File: src/rtl/riscv_ctrl_pkg.sv
// Shared encodings for the multi-cycle RV32I control path: opcodes, branch funct3 codes,
// FSM state encoding and the datapath mux select values.
package riscv_ctrl_pkg;

    localparam logic [6:0] OP_LW  = 7'b0000011;
    localparam logic [6:0] OP_SW  = 7'b0100011;
    localparam logic [6:0] OP_R   = 7'b0110011;
    localparam logic [6:0] OP_I   = 7'b0010011;
    localparam logic [6:0] OP_BR  = 7'b1100011;
    localparam logic [6:0] OP_JAL = 7'b1101111;

    localparam logic [2:0] F3_BEQ = 3'b000;
    localparam logic [2:0] F3_BNE = 3'b001;
    localparam logic [2:0] F3_BLT = 3'b100;
    localparam logic [2:0] F3_BGE = 3'b101;

    typedef enum logic [3:0] {
        S_FETCH    = 4'd0,
        S_DECODE   = 4'd1,
        S_MEMADR   = 4'd2,
        S_MEMREAD  = 4'd3,
        S_MEMWB    = 4'd4,
        S_MEMWRITE = 4'd5,
        S_EXECR    = 4'd6,
        S_EXECI    = 4'd7,
        S_ALUWB    = 4'd8,
        S_BRANCH   = 4'd9,
        S_JAL      = 4'd10,
        S_ERROR    = 4'd11
    } state_t;

    localparam logic [1:0] ALUOP_ADD   = 2'b00;
    localparam logic [1:0] ALUOP_SUB   = 2'b01;
    localparam logic [1:0] ALUOP_FUNCT = 2'b10;

    localparam logic [1:0] RES_ALUOUT = 2'b00;
    localparam logic [1:0] RES_RDATA  = 2'b01;
    localparam logic [1:0] RES_ALU    = 2'b10;

    localparam logic [1:0] SRCA_PC    = 2'b00;
    localparam logic [1:0] SRCA_OLDPC = 2'b01;
    localparam logic [1:0] SRCA_RS1   = 2'b10;

    localparam logic [1:0] SRCB_RS2   = 2'b00;
    localparam logic [1:0] SRCB_IMM   = 2'b01;
    localparam logic [1:0] SRCB_FOUR  = 2'b10;

    localparam logic [1:0] IMM_I = 2'b00;
    localparam logic [1:0] IMM_S = 2'b01;
    localparam logic [1:0] IMM_B = 2'b10;
    localparam logic [1:0] IMM_J = 2'b11;

    function automatic logic [1:0] imm_src(input logic [6:0] op);
        case (op)
            OP_SW:   return IMM_S;
            OP_BR:   return IMM_B;
            OP_JAL:  return IMM_J;
            default: return IMM_I;
        endcase
    endfunction

endpackage

File: src/rtl/branch_cond.sv
// Branch resolution from funct3 and the ALU flags; also reports whether the funct3 is a
// supported branch so the decoder can trap unsupported ones.
module branch_cond
    import riscv_ctrl_pkg::*;
#(
    parameter bit BRANCH_EXT = 1'b1
) (
    input  logic [2:0] funct3,
    input  logic       zero,
    input  logic       lt,
    output logic       taken,
    output logic       legal
);

    always_comb begin
        taken = 1'b0;
        legal = 1'b0;
        case (funct3)
            F3_BEQ: begin legal = 1'b1;       taken = zero;              end
            F3_BNE: begin legal = BRANCH_EXT; taken = BRANCH_EXT & ~zero; end
            F3_BLT: begin legal = BRANCH_EXT; taken = BRANCH_EXT & lt;    end
            F3_BGE: begin legal = BRANCH_EXT; taken = BRANCH_EXT & ~lt;   end
            default: ;
        endcase
    end

endmodule

File: src/rtl/multicycle_controller.sv
// Control FSM for the multi-cycle RV32I core over a shared memory port.
// state    | meaning
// FETCH    | read instruction at PC, PC+4 into PC when memory is ready
// DECODE   | dispatch on opcode, branch/jal target into ALUOut
// MEMADR   | rs1 + imm address into ALUOut
// MEMREAD  | load access, held until ready
// MEMWB    | load data to rd
// MEMWRITE | store access, held until ready
// EXECR/I  | register / immediate ALU op
// ALUWB    | ALUOut to rd
// JAL      | jump target into PC, OldPC+4 into ALUOut
// BRANCH   | compare rs1/rs2, PC write if taken
// ERROR    | illegal instruction trap, left only by reset
module multicycle_controller
    import riscv_ctrl_pkg::*;
#(
    parameter bit MEM_HANDSHAKE = 1'b1,
    parameter bit BRANCH_EXT    = 1'b1,
    parameter int CNT_W         = 32
) (
    input  logic             clk,
    input  logic             reset,
    input  logic [6:0]       opcode,
    input  logic [2:0]       funct3,
    input  logic             zero,
    input  logic             lt,
    input  logic             mem_ready,
    output logic             mem_req,
    output logic             PCWrite,
    output logic             AdrSrc,
    output logic             MemWrite,
    output logic             IRWrite,
    output logic             RegWrite,
    output logic [1:0]       ResultSrc,
    output logic [1:0]       ALUSrcA,
    output logic [1:0]       ALUSrcB,
    output logic [1:0]       ALUOp,
    output logic [1:0]       ImmSrc,
    output logic             illegal,
    output logic [3:0]       state_o,
    output logic [CNT_W-1:0] instret
);

    state_t           state;
    state_t           state_nxt;
    logic             illegal_q;
    logic [CNT_W-1:0] instret_q;
    logic             ready;
    logic             br_taken;
    logic             br_legal;
    logic             retire;

    assign ready = mem_ready | ~MEM_HANDSHAKE;

    branch_cond #(.BRANCH_EXT(BRANCH_EXT)) u_branch_cond (
        .funct3 (funct3),
        .zero   (zero),
        .lt     (lt),
        .taken  (br_taken),
        .legal  (br_legal)
    );

    always_comb begin
        state_nxt = state;
        case (state)
            S_FETCH:    if (ready) state_nxt = S_DECODE;
            S_DECODE: begin
                case (opcode)
                    OP_LW, OP_SW: state_nxt = S_MEMADR;
                    OP_R:         state_nxt = S_EXECR;
                    OP_I:         state_nxt = S_EXECI;
                    OP_BR:        state_nxt = br_legal ? S_BRANCH : S_ERROR;
                    OP_JAL:       state_nxt = S_JAL;
                    default:      state_nxt = S_ERROR;
                endcase
            end
            S_MEMADR:   state_nxt = (opcode == OP_SW) ? S_MEMWRITE : S_MEMREAD;
            S_MEMREAD:  if (ready) state_nxt = S_MEMWB;
            S_MEMWB:    state_nxt = S_FETCH;
            S_MEMWRITE: if (ready) state_nxt = S_FETCH;
            S_EXECR,
            S_EXECI:    state_nxt = S_ALUWB;
            S_ALUWB:    state_nxt = S_FETCH;
            S_JAL:      state_nxt = S_ALUWB;
            S_BRANCH:   state_nxt = S_FETCH;
            S_ERROR:    state_nxt = S_ERROR;
            default:    state_nxt = S_ERROR;
        endcase
    end

    // FETCH is re-entered only from the last state of each instruction class
    assign retire = (state_nxt == S_FETCH) &&
                    (state inside {S_MEMWB, S_MEMWRITE, S_ALUWB, S_BRANCH});

    always_ff @(posedge clk) begin
        if (reset) begin
            state     <= S_FETCH;
            illegal_q <= 1'b0;
            instret_q <= '0;
        end else begin
            state <= state_nxt;
            if (state_nxt == S_ERROR) illegal_q <= 1'b1;
            if (retire) instret_q <= instret_q + CNT_W'(1);
        end
    end

    // Enables depend on mem_ready / branch flags in the same cycle, so outputs are decoded here
    always_comb begin
        mem_req   = 1'b0;
        PCWrite   = 1'b0;
        AdrSrc    = 1'b0;
        MemWrite  = 1'b0;
        IRWrite   = 1'b0;
        RegWrite  = 1'b0;
        ResultSrc = RES_ALUOUT;
        ALUSrcA   = SRCA_PC;
        ALUSrcB   = SRCB_RS2;
        ALUOp     = ALUOP_ADD;
        ImmSrc    = IMM_I;
        illegal   = 1'b0;
        state_o   = 4'd0;
        instret   = '0;
        if (!reset) begin
            ImmSrc  = imm_src(opcode);
            illegal = illegal_q;
            state_o = state;
            instret = instret_q;
            case (state)
                S_FETCH: begin
                    mem_req   = 1'b1;
                    ALUSrcB   = SRCB_FOUR;
                    ResultSrc = RES_ALU;
                    IRWrite   = ready;
                    PCWrite   = ready;
                end
                S_DECODE: begin
                    ALUSrcA = SRCA_OLDPC;
                    ALUSrcB = SRCB_IMM;
                end
                S_MEMADR: begin
                    ALUSrcA = SRCA_RS1;
                    ALUSrcB = SRCB_IMM;
                end
                S_MEMREAD: begin
                    mem_req = 1'b1;
                    AdrSrc  = 1'b1;
                end
                S_MEMWB: begin
                    ResultSrc = RES_RDATA;
                    RegWrite  = 1'b1;
                end
                S_MEMWRITE: begin
                    mem_req  = 1'b1;
                    AdrSrc   = 1'b1;
                    MemWrite = 1'b1;
                end
                S_EXECR: begin
                    ALUSrcA = SRCA_RS1;
                    ALUOp   = ALUOP_FUNCT;
                end
                S_EXECI: begin
                    ALUSrcA = SRCA_RS1;
                    ALUSrcB = SRCB_IMM;
                    ALUOp   = ALUOP_FUNCT;
                end
                S_ALUWB:  RegWrite = 1'b1;
                S_JAL: begin
                    ALUSrcA = SRCA_OLDPC;
                    ALUSrcB = SRCB_FOUR;
                    PCWrite = 1'b1;
                end
                S_BRANCH: begin
                    ALUSrcA = SRCA_RS1;
                    ALUOp   = ALUOP_SUB;
                    PCWrite = br_taken;
                end
                default: ;
            endcase
        end
    end

endmodule
File: config.mk
export PLATFORM = sky130hd
export DESIGN_NAME = multicycle_controller
export DESIGN_NICKNAME = d
export VERILOG_FILES = /design/src/rtl/riscv_ctrl_pkg.sv /design/src/rtl/branch_cond.sv /design/src/rtl/multicycle_controller.sv
export SDC_FILE = /design/constraint.sdc
export NUM_CORES = 1
export LEC_CHECK = 0
export CAP_MARGIN = 5
export CORE_UTILIZATION = 52
export CTS_BUF_LIST = sky130_fd_sc_hd__clkbuf_16
export CTS_CLUSTER_DIAMETER = 120
export DETAILED_ROUTE_END_ITERATION = 12
export PLACE_DENSITY = 0.95
export SLEW_MARGIN = 10
export SYNTH_ARGS = -nofsm -noshare
export SYNTH_HDL_FRONTEND = slang
export SYNTH_SLANG_ARGS = --single-unit
File: constraint.sdc
create_clock -name clk -period 3.35 [get_ports clk]
set_clock_uncertainty 0.05 [all_clocks]
set_input_delay 0.67 -clock clk [delete_from_list [all_inputs] [get_ports clk]]
set_output_delay 0.67 -clock clk [all_outputs]
set_load 0.01 [all_outputs]
Yosys cells after proc, flatten, opt, wreduce, memory -nomap -nowiden. Cells that the tools add are included.

Mux-type cells: 34. Equal/unequal tests: 20. Add/subtract/negate cells: 1. Bitwise gates (word level): 2. Reductions and logical operators: 17.

Operator list (count): $add 32x1->32 const B (1); $mux 32 (1); $pmux 4 s7 (1); $pmux 4 s5 (1); $eq 4x3->1 const B (4); $eq 4x4->1 const B (4); $mux 4 (4); $pmux 2 s2 (4); $eq 7x6->1 const B (2); $eq 7x7->1 const B (2); $mux 1 (13); $mux 2 (6); $reduce_or 2->1 (6); $reduce_or 3->1 (4); $eq 4x2->1 const B (2); $logic_not 4->1 (2); $reduce_or 4->1 (2); $eq 7x2->1 const B (1); $eq 7x5->1 const B (1); $eq 3x3->1 const B (2); $pmux 2 s3 (1); $eq 4x1->1 const B (1); $pmux 1 s4 (1); $reduce_bool 4->1 (1); 6 further kinds (7).

Output and inout port bits: 53. Register bits: 37.

Longest topological paths before layout.
Depth after elaboration: 8. Depth in mapped cells: 7. Mapped depth without buffers: 5.

By module. Synthesis repeated with hierarchy kept, for this count alone.

Cells, all modules: 318. Area total of the unflattened synthesis: 2403.6 um^2.

By module, submodules not included: multicycle_controller (times used 1, area each 2367.3 um^2, cells each 313, seq. area each 740.7 um^2); branch_cond (times used 1, area each 36.3 um^2, cells each 5, seq. area each 0.0 um^2).

Worst setup path before layout. No wires, ideal clock.

Kind: input port to output port. Start point: input port reset. End point: output port ALUSrcB[1]. Cell stages on the path: 4. Path slack: 0.831 ns. Data arrival time: 1.799 ns. Data required time: 2.630 ns. Path through: clkbuf_1 -> clkbuf_1 -> buf_2 -> a2111oi_0.

Longest elaborated chain between the ends: 1.

Ends and longest elaborated chain: from (decl) (RTL line multicycle_controller.sv:22) `input logic reset,`; $mux 2 (RTL line multicycle_controller.sv:123) `if (!reset) begin`; to (decl) (RTL line multicycle_controller.sv:36) `output logic [1:0] ALUSrcB,`.

Every way passes these cells.

Final worst setup path.
Start point: input port opcode[3]. End point: output port ImmSrc[0].

Longest elaborated chain between the ends: 3. Elaborated cells between the ends (all ways): 5.

Ends and longest elaborated chain: from (decl) (RTL line multicycle_controller.sv:23) `input logic [6:0] opcode,`; $eq 7x7->1 or $eq 7x6->1 (tied branches) (RTL line riscv_ctrl_pkg.sv:54) `case (op)`; $pmux 2 s3 * (RTL line riscv_ctrl_pkg.sv:54); $mux 2 * (RTL line multicycle_controller.sv:123); to (decl) (RTL line multicycle_controller.sv:38) `output logic [1:0] ImmSrc,`.

Every way passes the cells marked *; elsewhere a longest branch is shown, timed or not.

==> out/metrics.cfg <==
[synthesis]
ys_top_cells_by_count = nor2_1 (44), dfxtp_1 (37), nor2b_1 (33)
syn_area_sq_um = 2400
synth_top_area_share_pct = 30.9
synth_edf_count = 0
ys_types = 46
async_reset_ff_share_pct = 0
ys.flop_type = dfxtp_1
ys_seq_elements = 37
yosys_warnings = 0
synth_area_per_cell_sq_um = 7.66
synth_cells = 313
synth_top_cell_by_area = dfxtp_1
synth_area_leaders = dfxtp_1 (31%), nor2b_1 (8.6%), nor2_1 (6.9%)
synth_most_common_cell = nor2_1
synthesis.nets = 329
yosysSeqAreaShare_pct = 30.9

[hold_path]
hold_depth = 2
hold_class = register to register
whs_endpoint = illegal_q
min_from = illegal_q

[floorplanning]
initial_core_util_pct = 54.7
pin_count = 68
die_w_microns = 69.9
rows = 24
fp.coreArea_sq_um = 4380
die_y_microns = 69.9
dieArea_sq_um = 4890

[clocking]
htreeDepth = 2
cts.path.max_buffers = 2
postCtsSetupBuffers = 0
clk_latency_ns = 0.28
path_clk_slew_ns = 0.06
cts-buffers-inserted = 5
cts_tree = yes
clock-sinks = 37
ctsResizeCount = 0
cts_hold_buf = 0
clock-root-buffer = clkbuf_16

[global_routing]
grt_pass1_vias = 2288
track_usage_pct = 26.3
grt_remaining_overflow = 0
antenna_found_initial = 0
grt_max_degree = 38
grt_pass1_wl_microns = 10400

[placement]
dp_hpwl_microns = 4420
placedCellCount = 416
place_congestion = 0.906
placed_cell_area_sq_um = 3080
io_buffers = 67

[power_and_ir_drop]
power_uw = 1390
p_comb_share_pct = 30.7
p_switching_uw = 468
seq_power_share_pct = 37.0
power_density_nw_per_um2 = 433
total_leakage_power_uw = 0.00120
p_int_uw = 924
ir_drop_mv = 0.356
p_clk_share_pct = 32.2
switching_share_pct = 33.6

[timing]
hold_violations = 0
finalCritPeriodShare_pct = 94.9
rsz0062_at_grt = false
slew_violations = 0
max_freq_mhz = 315
worstMarginPinSlew_ns = 0.619
fin_tns_setup_ns = 0
max_slew_margin_pct = 58.7
min_period_ns = 3.18
setup_viol = 0

[cells_and_area]
diodes = 0
synthToLayoutAreaGrowth_pct = 34.0
finalNetCount = 387
final_area_sq_um = 3210
fin_cells = 424
nFillCells = 355
final_layout_size_suffix_gt1_share_pct = 8.60

[detailed_routing]
viasPerCell = 5.80
dr.pass1.iters = 5
drt-total-wl_microns = 6170
antenna_left = 0
vias = 2461
drtIter0Drc = 303
wl_per_cell_microns = 14.5
route.detailed.drc = 0

[outcome]
status = completed

[worst_setup_path]
required_ns = 2.63
cp.arrival_ns = 2.46
worst-r2r-cell-count = 5
crit_path_max_fanout = 5
critPathKind = primary input to primary output
reg2reg_slack_ns = 0.91
cp-start-kind = primary input
crit-reg2reg-launch = state[2]
cp_slowest_cell = clkdlybuf4s50_1
endpoint_kind = primary output
r2r-end = instret_q[25]
cp_cell_sequence = clkdlybuf4s50_1 > or3_1 > a211oi_1 > clkdlybuf4s50_1
slowest_delay_ns = 0.60
crit_top_cell = clkdlybuf4s50_1

[job]
maxCapViolations = 0

==> per-stage QoR <==
stage	worst slack, ns	utilization, %	hold slack, ns
6_report	0.172	73.3	0.432
5_1_grt	0.0820	73.3	0.488
4_1_cts	0.191	73.3	0.438
3_5_place_dp	0.179	70.1	0.430
3_3_place_gp	0.268	70.1	0.410
2_1_floorplan	0.831	-	0.391
==> state kept, by name, indices dropped and copies added (netlist names) <==
register / cells
illegal_q: 1
instret_q: 32
state: 4
==> power by group through the flow <==
stage                     logic (uW)  registers, uW  clock network [uW]
after floorplan                  297            482                   0
final                            428            515                 449
after global routing             460            522                 468
after detailed placement         421            523                   0
after CTS                        424            513                 456
after global placement           409            521                   0
==> cell families after synthesis <==
| family | share of synthesized area (%) |
|---|---|
| AOI/OAI and AO/OA | 11.0 |
| buffers and inverters | 4.70 |
| DFF | 30.9 |
| muxes | 5.53 |
| xor gates and xnor gates | 5.11 |
| adders and majority gates | 0.522 |
| and+or+nand+nor | 42.2 |
==> worst max-delay path, delay by kind of cell <==
kind / cells / cell delay (ns)
buf+inv: 2 / 1.08
simple gates: 1 / 0.46
compound gates: 1 / 0.24
==> cell type report <==
cell class | instances | area [sq um] | share of cell area [%]
Inverter | 8 | 30.0 | 0.935
Sequential cell | 37 | 741 | 23.1
Tap cell | 52 | 65.1 | 2.02
Multi-Input combinational cell | 248 | 1540 | 48.1
Timing Repair Buffer | 71 | 696 | 21.7
Clock inverter | 3 | 12.5 | 0.389
Clock buffer | 5 | 125 | 3.89
==> cells in the final DEF (no fill, tap or decap), types with 3 or more instances in the layout <==
cell type / netlist / final
a211oi_1: 5 / 5
a21oi_1: 7 / 7
and2_1: 5 / 5
and3_1: 5 / 5
buf_4: 0 / 4
clkbuf_16: 0 / 5
clkdlybuf4s50_1: 0 / 66
dfxtp_1: 37 / 37
inv_1: 8 / 8
mux2_2: 10 / 10
nand2_1: 23 / 23
nand2b_1: 3 / 3
nand3_1: 14 / 14
nand4_1: 14 / 14
nor2_1: 44 / 44
nor2b_1: 33 / 33
nor3_1: 9 / 9
nor4_1: 6 / 6
o21ai_0: 14 / 14
or2_2: 3 / 3
or3_1: 4 / 4
or4_1: 7 / 7
xnor2_1: 4 / 4
xor2_1: 10 / 10
==> worst max-delay path by stage <==
stage          startpoint    endpoint  cells past startpoint
6_report        opcode[3]   ImmSrc[0]                      4
5_1_grt          state[2]    RegWrite                      3
4_1_cts         opcode[3]   ImmSrc[0]                      4
3_5_place_dp    opcode[3]   ImmSrc[0]                      4
3_3_place_gp    opcode[3]   ImmSrc[0]                      4
2_1_floorplan       reset  ALUSrcB[1]                      4
==> per-layer routing <==
layer / vias up / track usage [%] / routed length [microns]
met5: - / 0 / 0
met4: 0 / 9.33 / 155
met3: 20 / 6.06 / 358
met2: 98 / 45.8 / 3040
met1: 1129 / 31.6 / 2610
li1: 1214 / - / -
No activity file was read; power rests on OpenSTA's default activity.
